$ cat src/rtl/servo_ramp_sequencer.sv
// Servo compare-value ramp sequencer.
// Accepts a target position through a valid/ready handshake and clamps it to the
// legal range. On each PWM period tick it moves the PWM compare value by at most
// STEP toward the target, then pulses done for one cycle. abort freezes the ramp
// and returns to IDLE without a done pulse.
module servo_ramp_sequencer #(
   parameter int WIDTH     = 12,
   parameter int STEP      = 4,
   parameter int RESET_POS = 1536,
   parameter int MIN_POS   = 256,
   parameter int MAX_POS   = 3840
) (
   input  logic             clk,
   input  logic             rst,
   input  logic [WIDTH-1:0] tgt_data,
   input  logic             tgt_valid,
   output logic             tgt_ready,
   input  logic             period_tick,
   input  logic             abort,
   output logic [WIDTH-1:0] compare,
   output logic             busy,
   output logic             done
);

   localparam logic [1:0] S_IDLE = 2'd0;
   localparam logic [1:0] S_RAMP = 2'd1;
   localparam logic [1:0] S_DONE = 2'd2;

   localparam logic [WIDTH-1:0] RESET_V = WIDTH'(RESET_POS);
   localparam logic [WIDTH-1:0] MIN_V   = WIDTH'(MIN_POS);
   localparam logic [WIDTH-1:0] MAX_V   = WIDTH'(MAX_POS);
   localparam logic [WIDTH-1:0] STEP_N  = WIDTH'(STEP);
   localparam logic [WIDTH:0]   STEP_W  = (WIDTH+1)'(STEP);

   logic [1:0]       state;
   logic [WIDTH-1:0] target;
   logic [WIDTH-1:0] clamped;
   logic [WIDTH:0]   diff;
   logic             near;
   logic             move_up;

   // Clamp the incoming request and measure the remaining distance to target.
   always_comb begin
      clamped = tgt_data;
      if (tgt_data < MIN_V)
         clamped = MIN_V;
      else if (tgt_data > MAX_V)
         clamped = MAX_V;

      move_up = (target > compare);
      if (move_up)
         diff = {1'b0, target} - {1'b0, compare};
      else
         diff = {1'b0, compare} - {1'b0, target};
      near = (diff <= STEP_W);
   end

   // Handshake capture, ramp stepping and state sequencing.
   // A full STEP is only taken when the distance exceeds STEP, so the stepped
   // value always stays strictly between compare and target and cannot wrap.
   always_ff @(posedge clk or negedge rst) begin
      if (!rst) begin
         state   <= S_IDLE;
         compare <= RESET_V;
         target  <= RESET_V;
      end else begin
         case (state)
            S_IDLE: begin
               if (tgt_valid) begin
                  target <= clamped;
                  state  <= S_RAMP;
               end
            end
            S_RAMP: begin
               if (abort) begin
                  state <= S_IDLE;
               end else if (period_tick) begin
                  if (near) begin
                     compare <= target;
                     state   <= S_DONE;
                  end else if (move_up) begin
                     compare <= compare + STEP_N;
                  end else begin
                     compare <= compare - STEP_N;
                  end
               end
            end
            S_DONE: state <= S_IDLE;
            default: state <= S_IDLE;
         endcase
      end
   end

   // Status outputs decoded from state alone.
   always_comb begin
      tgt_ready = (state == S_IDLE);
      busy      = (state == S_RAMP);
      done      = (state == S_DONE);
   end

endmodule
$ cat config.mk
export PLATFORM = sky130hd
export DESIGN_NAME = servo_ramp_sequencer
export DESIGN_NICKNAME = d
export VERILOG_FILES = /design/src/rtl/servo_ramp_sequencer.sv
export SDC_FILE = /design/constraint.sdc
export NUM_CORES = 1
export LEC_CHECK = 0
export CAP_MARGIN = 10
export CORE_MARGIN = 2
export CORE_UTILIZATION = 25
export DETAILED_ROUTE_END_ITERATION = 8
export GPL_TIMING_DRIVEN = 0
export HOLD_SLACK_MARGIN = 0.02
export PLACE_DENSITY = 0.46
export SLEW_MARGIN = 10
export SYNTH_ARGS = -nofsm -noshare
export SYNTH_HDL_FRONTEND = slang
export SYNTH_SLANG_ARGS = --single-unit
$ cat constraint.sdc
create_clock -name clk -period 5.4 [get_ports clk]
set_input_delay 0.54 -clock clk [delete_from_list [all_inputs] [get_ports clk]]
set_output_delay 0.54 -clock clk [all_outputs]
set_load 0.02 [all_outputs]
==> results of run 1 <==
sequential cells by signal, summed over array words and instances (netlist names):
| register | cells |
|---|---|
| target | 12 |
| compare | 12 |
| state | 2 |
synthesized netlist by cell type, types with 4 or more instances:
cell | count | area (um2)
clkbuf_1 | 4 | 15.01
mux2_2 | 4 | 45.04
nand3_1 | 5 | 25.02
a22o_1 | 8 | 70.07
a21o_1 | 8 | 60.06
or3_1 | 5 | 31.28
nor4_1 | 5 | 31.28
xor2_1 | 10 | 87.58
nor2_1 | 21 | 78.83
dfstp_2 | 4 | 105.1
dfrtp_1 | 22 | 550.5
nor3_1 | 9 | 45.04
ha_1 | 32 | 400.4
o21ai_0 | 11 | 55.05
nand2_1 | 20 | 75.07
inv_1 | 30 | 112.6
a21boi_2 | 7 | 78.83
nand2b_1 | 5 | 31.28
xnor2_1 | 7 | 61.31
mux2i_1 | 6 | 60.06
o21ai_1 | 4 | 20.02
nor2b_1 | 10 | 62.56
a21oi_1 | 21 | 105.1
a31oi_1 | 11 | 68.82
kinds of logic after synthesis:
logic type / count (synthesis) / share of synthesized area
multiplexers: 10 / 0.03728
adder cells (fa/ha/maj): 35 / 0.1633
XOR/XNOR: 17 / 0.05282
AO/OA/AOI/OAI: 100 / 0.2681
flip-flops: 26 / 0.2326
AND/OR/NAND/NOR: 98 / 0.1838
buffers and inverters: 42 / 0.06214
report_power, final:
| part | internal (mW) | leakage, nW | switching, mW |
|---|---|---|---|
| clock network | 0.113 | 0.0442 | 0.0661 |
| registers | 0.262 | 0.311 | 0.0825 |
| logic | 0.806 | 1.13 | 1.02 |
| total | 1.18 | 1.49 | 1.17 |
metal layers:
layer	up-vias	wire (um)
met1	1174	3973
li1	1267	-
met3	6	190
met4	0	121
met2	44	3813
met5	-	0
worst register-to-register path: stages, from the launching register on:
cell and delay (ns):
dfrtp_1 0.44, inv_1 0.14, ha_1 0.41, and3_1 0.23
o21ai_1 0.11, a21oi_1 0.20, o41ai_4 1.01, inv_2 0.29
fa_1 0.50, nor2b_1 0.12, o21ai_0 0.10, a21boi_0 0.26
o21a_1 0.16, o21ai_0 0.10, nand2b_1 0.11, a21oi_1 0.08
xor2_1 0.14, a31oi_1 0.16, a21boi_2 0.17
worst max path at each step:
stage,start,to,slack (ns),depth (start not counted)
after floorplan,compare[2]$_DFFE_PN0P_,compare[11]$_DFFE_PN0P_,1.41,17
after global placement,compare[2]$_DFFE_PN0P_,compare[10]$_DFFE_PN1P_,0.50,18
after detailed placement,compare[2]$_DFFE_PN0P_,compare[10]$_DFFE_PN1P_,0.55,18
after CTS,compare[2]$_DFFE_PN0P_,compare[10]$_DFFE_PN1P_,0.51,18
after global routing,compare[2]$_DFFE_PN0P_,compare[10]$_DFFE_PN1P_,0.22,18
final,compare[2]$_DFFE_PN0P_,compare[10]$_DFFE_PN1P_,0.60,18
cell type report:
class / instances / area, um2 / area share
clock buffer: 4 / 88.84 / 0.02622
sequential: 26 / 655.6 / 0.1935
multi-input combinational: 260 / 1988 / 0.5868
inverter: 32 / 120.1 / 0.03545
timing repair buffer: 31 / 305.3 / 0.09010
buffer: 10 / 55.05 / 0.01625
tap: 140 / 175.2 / 0.05170
cells in the final DEF (no fill, tap or decap), types with 11 or more instances in the layout:
| cell | instances |
|---|---|
| a21oi_1 | 21 |
| nor2_1 | 21 |
| o21ai_0 | 11 |
| clkdlybuf4s50_1 | 30 |
| dfrtp_1 | 22 |
| ha_1 | 32 |
| nand2_1 | 20 |
| a31oi_1 | 11 |
| inv_1 | 30 |
through the flow:
| stage | util | cell area (um2) | setup slack (ns) | power [mW] |
|---|---|---|---|---|
| after CTS | 0.3098 | 3388 | 0.5071 | 2.360 |
| after global placement | 0.3022 | 3304 | 0.5036 | 2.146 |
| after floorplan | - | 2819 | 1.407 | 1.724 |
| final | 0.3098 | 3388 | 0.6024 | 2.348 |
| after global routing | 0.3098 | 3388 | 0.2218 | 2.593 |
| after detailed placement | 0.3017 | 3299 | 0.5516 | 2.168 |
==> flow_summary.ini, run 1 <==
[outcome]
status = completed

[worst_setup_path]
cp_cell_sequence = inv_1, ha_1, and3_1, o21ai_1, a21oi_1, o41ai_4, inv_2, fa_1, nor2b_1, o21ai_0, a21boi_0, o21a_1, o21ai_0, nand2b_1, a21oi_1, xor2_1, a31oi_1, a21boi_2
arrival_ns = 4.99
ff2ff_setup_slack_ns = 0.60
required_ns = 5.59
r2r_start = compare[2]$_DFFE_PN0P_
crit_family = compound AO/OA/AOI/OAI gates
cpMaxStageDelayCell = o41ai_4
reg2reg_depth = 18
cp_num_buf_inv = 2
crit_type = flip-flop to flip-flop
worst_setup_path_start_kind = flip-flop
worst-path-max-fanout = 13
end_kind = flip-flop
cpPeakStageDelay_ns = 1.01
r2r-end = compare[10]$_DFFE_PN1P_

[synthesis]
synth_cells = 328
postSynthAreaPerCell_um2 = 8.594
async_flop_share = 1.000
synthFlopType = dfrtp_1
synth_edf_count = 0
synth-seq-area-share = 0.2326
netlist_area_um2 = 2819
synth-seq-cells = 26
yosys_warnings = 0
syn_nets = 380
synth_cell_type_count = 63

[global_routing]
first_global_vias = 2451
antenna_found_initial = 0
use_met1 = 0.2045
grt_pass1_wl_mm = 13.10
grt_use_met3 = 0.001764
grtUsageMet2 = 0.2296
grt-busiest-layer = met2
grt_max_degree = 27
grt.total_usage = 0.1407
gr-total-overflow = 0

[die]
core-area_um2 = 10940
die_h_um = 110.2
placementRows = 38
start_util = 0.2578
die_area_um2 = 12140
io_pins = 32
fp.dieW_um = 110.2

[sta]
setup_viol = 0
tightest_slew_ns = 1.132
fin_setup_tns_ns = 0
fin_skew_ns = 0.005653
slew_violations = 0
holdWs_ns = 0.2965
rsz0062_at_grt = no
finalCritPeriodShare = 0.8885
slew_headroom = 0.2425
max_freq_mhz = 208.4
period_minus_slack_ns = 4.798
hold_viol_final = 0

[clock_network]
cts_hold_buffers = 0
cts_buffer_depth = 2
h-tree-depth = 1
numCtsBuffers = 3
clk_latency_ns = 0.26
root_buffer = clkbuf_16
cts_setup_buffers = 0
clkSlewWorstSetupHoldPaths_ns = 0.07
cts_tree = built
cts_resized = 0
clock-sinks = 26

[finish]
fill_cells = 1192
antenna_cells = 0
finalNonFillerCells = 503
area_growth_pct = 20.20
drive_above_1_share = 0.09642
fin_nets = 416

[hold_path]
hold_class = input pin to async pin

[job]
cap_viol_max_count = 0

[placed_design]
dp_hpwl_mm = 6.501
port-buffer-count = 31
gp_congestion = 0.8281
placed_cells = 499

[pwr]
p_per_area_nw_per_um2 = 692.9
vdd_ir_drop_max_mv = 0.2843
p_leak_nw = 1.490

[drt]
via_count = 2491
drt_iter0_drc = 124
totalWireLength_mm = 8.098
dr.pass1.iters = 4
via_per_inst = 4.952
routedWlPerCell_um = 16.10
ant_nets = 0
drc = 0
(Power assumes the default switching activity.)
==> run 2, diff against run 1 <==
Clock period 5.4 ns to 5.5 ns, I/O delays scaled along.
==> results of run 2 <==
Same layout as run 1 (identical final DEF). Status: completed.
Among the figures that moved: setup slack after placement 0.5516 ns -> 0.6516 ns; setup slack after layout 0.6024 ns -> 0.7024 ns; hold slack 0.2965 ns -> 0.3065 ns; register-to-register setup slack 0.60 ns -> 0.70 ns; total power 2.348 mW -> 2.305 mW; worst IR drop on VDD 0.2843 mV -> 0.2791 mV
